===== src/rtl/nsa_pkg.sv =====
// Shared definitions for the nibble-serial adder controller: FSM state
// encoding, the slice width and a sizing helper for the nibble index.
package nsa_pkg;

  // Controller states; the encoding is fixed so traces stay readable.
  typedef enum logic [1:0] {
    IDLE = 2'd0,
    RUN  = 2'd1,
    DONE = 2'd2
  } nsa_state_e;

  // Width of the single adder slice the controller time-shares.
  localparam int NIB_BITS = 4;

  // Ceiling log2, used for sizing the nibble index counter.
  function automatic int clog2(input int value);
    int result;
    result = 0;
    for (int k = 0; k < 32; k++) begin
      if ((1 << result) < value) begin
        result = result + 1;
      end
    end
    return result;
  endfunction

endpackage


===== src/rtl/nibble_add_slice.sv =====
// Purely combinational 4-bit adder slice with carry in and carry out.
// The controller owns all state; this block only does the arithmetic.
module nibble_add_slice
  import nsa_pkg::*;
(
  input  logic [NIB_BITS-1:0] a,
  input  logic [NIB_BITS-1:0] b,
  input  logic                cin,
  output logic [NIB_BITS-1:0] s,
  output logic                cout
);

  // Widen by one bit so the slice carry falls out of the top of the sum.
  assign {cout, s} = {1'b0, a} + {1'b0, b} + {{NIB_BITS{1'b0}}, cin};

endmodule


===== src/rtl/nibble_serial_adder_ctrl.sv =====
// Nibble-serial adder controller: adds two WIDTH-bit operands through one
// shared 4-bit slice, one nibble per clock, LSB nibble first, with
// valid/ready handshakes on both the operand and result sides.
// Optional build macro: SUB_MODE_EN adds a 'sub' input that turns the
// operation into a - b (B stored inverted, initial carry 1).
module nibble_serial_adder_ctrl
  import nsa_pkg::*;
#(
  parameter int WIDTH = 16
) (
  input  logic             clk,
  input  logic             rst_n,
  input  logic             op_valid,
  output logic             op_ready,
  input  logic [WIDTH-1:0] a,
  input  logic [WIDTH-1:0] b,
`ifdef SUB_MODE_EN
  input  logic             sub,
`endif
  output logic             res_valid,
  input  logic             res_ready,
  output logic [WIDTH-1:0] sum,
  output logic             cout,
  output logic             busy
);

  // Number of nibble steps and the index width; a single-nibble build still
  // needs a one-bit index so the counter never collapses to zero width.
  localparam int NIB   = WIDTH / NIB_BITS;
  localparam int IDX_W = (clog2(NIB) < 1) ? 1 : clog2(NIB);
  localparam logic [IDX_W-1:0] LAST_IDX = IDX_W'(NIB - 1);

  nsa_state_e r_state;
  logic [NIB-1:0][NIB_BITS-1:0] r_a;
  logic [NIB-1:0][NIB_BITS-1:0] r_b;
  logic [NIB-1:0][NIB_BITS-1:0] r_sum;
  logic [IDX_W-1:0] r_idx;
  logic r_carry;
  logic r_cout;
  logic r_opReady;
  logic r_resValid;
  logic r_busy;

  logic [NIB_BITS-1:0] w_sliceSum;
  logic w_sliceCarry;

  // The one shared slice always works on the nibble selected by the index.
  nibble_add_slice u_slice (
    .a    (r_a[r_idx]),
    .b    (r_b[r_idx]),
    .cin  (r_carry),
    .s    (w_sliceSum),
    .cout (w_sliceCarry)
  );

  // Controller FSM with registered handshake outputs; reset aborts any
  // operation in flight and leaves nothing flagged valid.
  always_ff @(posedge clk or negedge rst_n) begin
    if (!rst_n) begin
      r_state    <= IDLE;
      r_opReady  <= 1'b1;
      r_resValid <= 1'b0;
      r_busy     <= 1'b0;
      r_sum      <= '0;
      r_cout     <= 1'b0;
      r_carry    <= 1'b0;
      r_idx      <= '0;
      r_a        <= '0;
      r_b        <= '0;
    end else begin
      case (r_state)
        IDLE: begin
          if (op_valid && r_opReady) begin
            r_a <= a;
`ifdef SUB_MODE_EN
            r_b     <= sub ? ~b : b;
            r_carry <= sub;
`else
            r_b     <= b;
            r_carry <= 1'b0;
`endif
            r_idx     <= '0;
            r_opReady <= 1'b0;
            r_busy    <= 1'b1;
            r_state   <= RUN;
          end
        end
        RUN: begin
          r_sum[r_idx] <= w_sliceSum;
          r_carry      <= w_sliceCarry;
          if (r_idx == LAST_IDX) begin
            r_cout     <= w_sliceCarry;
            r_resValid <= 1'b1;
            r_state    <= DONE;
          end else begin
            r_idx <= r_idx + IDX_W'(1);
          end
        end
        DONE: begin
          if (res_ready) begin
            r_resValid <= 1'b0;
            r_opReady  <= 1'b1;
            r_busy     <= 1'b0;
            r_state    <= IDLE;
          end
        end
        default: begin
          r_resValid <= 1'b0;
          r_opReady  <= 1'b1;
          r_busy     <= 1'b0;
          r_state    <= IDLE;
        end
      endcase
    end
  end

  assign op_ready  = r_opReady;
  assign res_valid = r_resValid;
  assign busy      = r_busy;
  assign sum       = r_sum;
  assign cout      = r_cout;

endmodule


===== config.mk =====
export PLATFORM = sky130hd
export DESIGN_NAME = nibble_serial_adder_ctrl
export DESIGN_NICKNAME = d
export VERILOG_FILES = /design/src/rtl/nsa_pkg.sv /design/src/rtl/nibble_add_slice.sv /design/src/rtl/nibble_serial_adder_ctrl.sv
export SDC_FILE = /design/constraint.sdc
export NUM_CORES = 1
export LEC_CHECK = 0
export BUFFER_PORTS_ARGS = -buffer_cell sky130_fd_sc_hd__buf_4
export CAP_MARGIN = 20
export CORE_UTILIZATION = 59
export CTS_BUF_LIST = sky130_fd_sc_hd__clkbuf_4 sky130_fd_sc_hd__clkbuf_8 sky130_fd_sc_hd__clkbuf_16
export DETAILED_ROUTE_END_ITERATION = 12
export PLACE_DENSITY = 0.9
export SLEW_MARGIN = 20
export SYNTH_ARGS = -nofsm -noshare
export SYNTH_HDL_FRONTEND = slang
export SYNTH_SLANG_ARGS = --single-unit

===== constraint.sdc =====
create_clock -name clk -period 5.2 [get_ports clk]
set_input_delay 0 -clock clk [delete_from_list [all_inputs] [get_ports clk]]
set_output_delay 0 -clock clk [all_outputs]
set_load 0.01 [all_outputs]

==> impl_metrics.yaml <==
global_routing:
  use_met1_pct: 34.10
  grt_pass1_vias: 2175
  grt_use_met2_pct: 51.64
  grtUsageMet3_pct: 8.225
  grt_pass1_wl_microns: 11000
  gr-max-usage-layer: "met2"
  overflow: 0
  grt_use_total_pct: 30.84
  antenna_found_initial: 0
  grt_max_degree: 58
power:
  power.total_uw: 2260
  cellPowerDensity_nw_per_um2: 607.2
  p_leak_uw: 0.001881
  irDropWorstVdd_uv: 419.6
worst_setup_path:
  crit_type: "register to register"
  cp.arrival_ps: 2920
  crit_path_cell_trace: "mux4_2 > inv_1 > fa_1 > inv_1 > fa_1 > a21o_1 > a21oi_1 > o21ai_0"
  crit_path_end_kind: "register"
  crit_slowest_cell: "dfrtp_1"
  cp.required_ps: 5400
  slowest_delay_ps: 730
  crit_path_start_kind: "register"
  crit_fanout: 12
synth:
  synth_nets: 251
  ys_types: 33
  ys_warn_count: 0
  synthCells: 206
  syn-cell-area_sq_um: 2751
  synth_top_area_cell: "dfrtp_1"
  synth_top_area_share_pct: 50.93
  synth-seq-cells: 57
  seq_area_frac_synth_pct: 51.89
  avgSynthCellArea_sq_um: 13.36
  ys_top_cells_by_area: "dfrtp_1 51%, mux2_4 11%, mux4_2 6.5%"
place:
  dp_hpwl_microns: 3608
  portBuffers: 55
  pre_cts_ws_ps: 2510
  gp_routability_congestion: 0.7331
layout:
  fillers: 208
  antenna_cells: 0
  fin_nets: 342
  area_growth_pct: 35.29
  layout-drive-gt1-share_pct: 37.21
floorplan:
  pin_count: 56
  core-area_sq_um: 4414
  die-area_sq_um: 4941
  rows: 24
  die_w_microns: 70.29
  start_util_pct: 62.33
  die_h_microns: 70.29
sta:
  finalSetupViolations: 0
  drv_slew: 0
  hold_viol_final: 0
  relSlewSlack_pct: 31.51
  tightestPinTransition_ps: 1027
  layout_min_cycle_time_ps: 2719
  post-route-period-util_pct: 52.29
  max_freq_mhz: 367.8
  rsz0062_at_grt: "false"
  fin_setup_tns_ps: 0
  setup_slack_ps: 2481
  skew_ps: 12.30
status:
  status: "completed"
detailed_routing:
  post_drt_wl_per_cell_microns: 19.55
  final_antenna_net_count: 0
  first_pass_iters: 4
  drt_iter0_drc: 97
  drc: 0
  num_vias: 2033
  vias_per_cell: 5.759
  routed_wl_microns: 6902
cts:
  worstSkewPairLatency_ps: 340
  cts_buffer_depth: 2
  h-tree-depth: 3
  cts_resized: 0
  clock_tree.root_cell: "clkbuf_8"
  cts_tree: "done"
  cts_buffers: 9
  cts_sinks: 57
  cts_setup_buffers: 0
  path_clk_slew_ps: 70
job:
  cap_violations: 0
worst_hold_path:
  holdCritPathClass: "primary input to asynchronous set/reset pin"
==> synth_stat cells (all sizes together) <==
library cell   n
mux2          28
a211o          1
or3            1
clkbuf         1
and2           1
fa             2
o2bb2ai        1
nor4bb         1
a22oi          1
nand3          1
inv            8
nand4bb        1
a221o          3
o21ai         15
a21oi          3
nor2           6
a21o           1
a211oi         4
nand3b         5
nand2         38
dfstp          1
dfrtp         56
mux4           8
buf            9
nand2b         1
and4bb         1
ha             7
xnor2          1
==> cell type report <==
type                            instances  area (sq um)  share of cell area [%]
Multi-Input combinational cell        131          1204                   32.34
Timing Repair Buffer                   90         763.2                   20.50
Inverter                                8         30.03                  0.8067
Clock inverter                          2         60.06                   1.613
Clock buffer                           13         172.7                   4.639
Tap cell                               52         65.06                   1.748
Sequential cell                        57          1428                   38.35
==> kinds of logic (layout without fill, tap and decap cells) <==
group	after synthesis	in the layout	synth area share, %
flip-flops	57	57	51.89
XOR/XNOR	1	1	0.3184
AO/OA/AOI/OAI	29	29	6.640
adder cells (fa/ha/maj)	9	9	4.638
multiplexers	36	36	20.87
AND/OR/NAND/NOR	56	56	11.28
buffers and inverters	18	113	4.365
==> sequential cells by signal, indices dropped and copies added, names as in the netlist <==
| signal | flops |
|---|---|
| sum | 16 |
| res_valid | 1 |
| r_idx | 2 |
| r_state | 2 |
| cout | 1 |
| op_ready | 1 |
| busy | 1 |
| r_a | 16 |
| r_carry | 1 |
| r_b | 16 |
==> routing by layer <==
layer | share of wire [%] | wire (microns)
met5 | 0 | 0
met4 | 4.9 | 341
met3 | 5.7 | 393
met2 | 52 | 3605
met1 | 37 | 2562
==> critical path, delay by kind of cell (launching register included) <==
family,cells,cell delay [ps]
buffers and inverters,2,160
muxes,1,580
DFF,1,730
AOI/OAI and AO/OA,3,470
adders and majority gates,2,640
==> cells in the final DEF, fill, tap and decap left out, types with 8 or more instances in the layout <==
cell type	n
buf_4	55
clkbuf_8	12
dfrtp_1	56
dlygate4sd3_1	35
inv_1	8
mux2_4	21
mux4_2	8
nand2_1	38
o21ai_0	15
==> power by group <==
| group | switching, uW | internal, uW | total, uW |
|---|---|---|---|
| Clock | 179 | 312 | 491 |
| Combinational | 434 | 506 | 940 |
| Sequential | 186 | 643 | 829 |
| Total | 799 | 1460 | 2260 |
==> what timing repair did <==
item	in CTS	in global routing
setup endpoints to repair	0	0
hold buffers	35	0
hold endpoints to repair	91	0
==> path summary, 6_finish.rpt <==
check | from | end | slack, ps | cells past startpoint
worst min-delay path | rst_n | sum[12] | 250 | 2
worst max-delay path | r_idx[0] | cout | 2480 | 8
min in group clk | b[4] | r_b[4] | 410 | 4
max in group asynchronous | rst_n | r_carry | 4470 | 2
worst min register to register | sum[8] | sum[8] | 490 | 2
worst max register to register | r_idx[0] | cout | 2480 | 8
==> per-stage QoR <==
stage / cells / util (%) / instance area, sq um / hold WS [ps]
global placement: 303 / 71.12 / 3139 / 84.30
floorplan: 206 / - / 2751 / -295.6
CTS: 353 / 84.33 / 3722 / 276.0
detailed placement: 303 / 71.12 / 3139 / 92.04
global route: 353 / 84.33 / 3722 / 321.5
finish: 353 / 84.33 / 3722 / 251.0
Power figures use the tool's default switching activity.
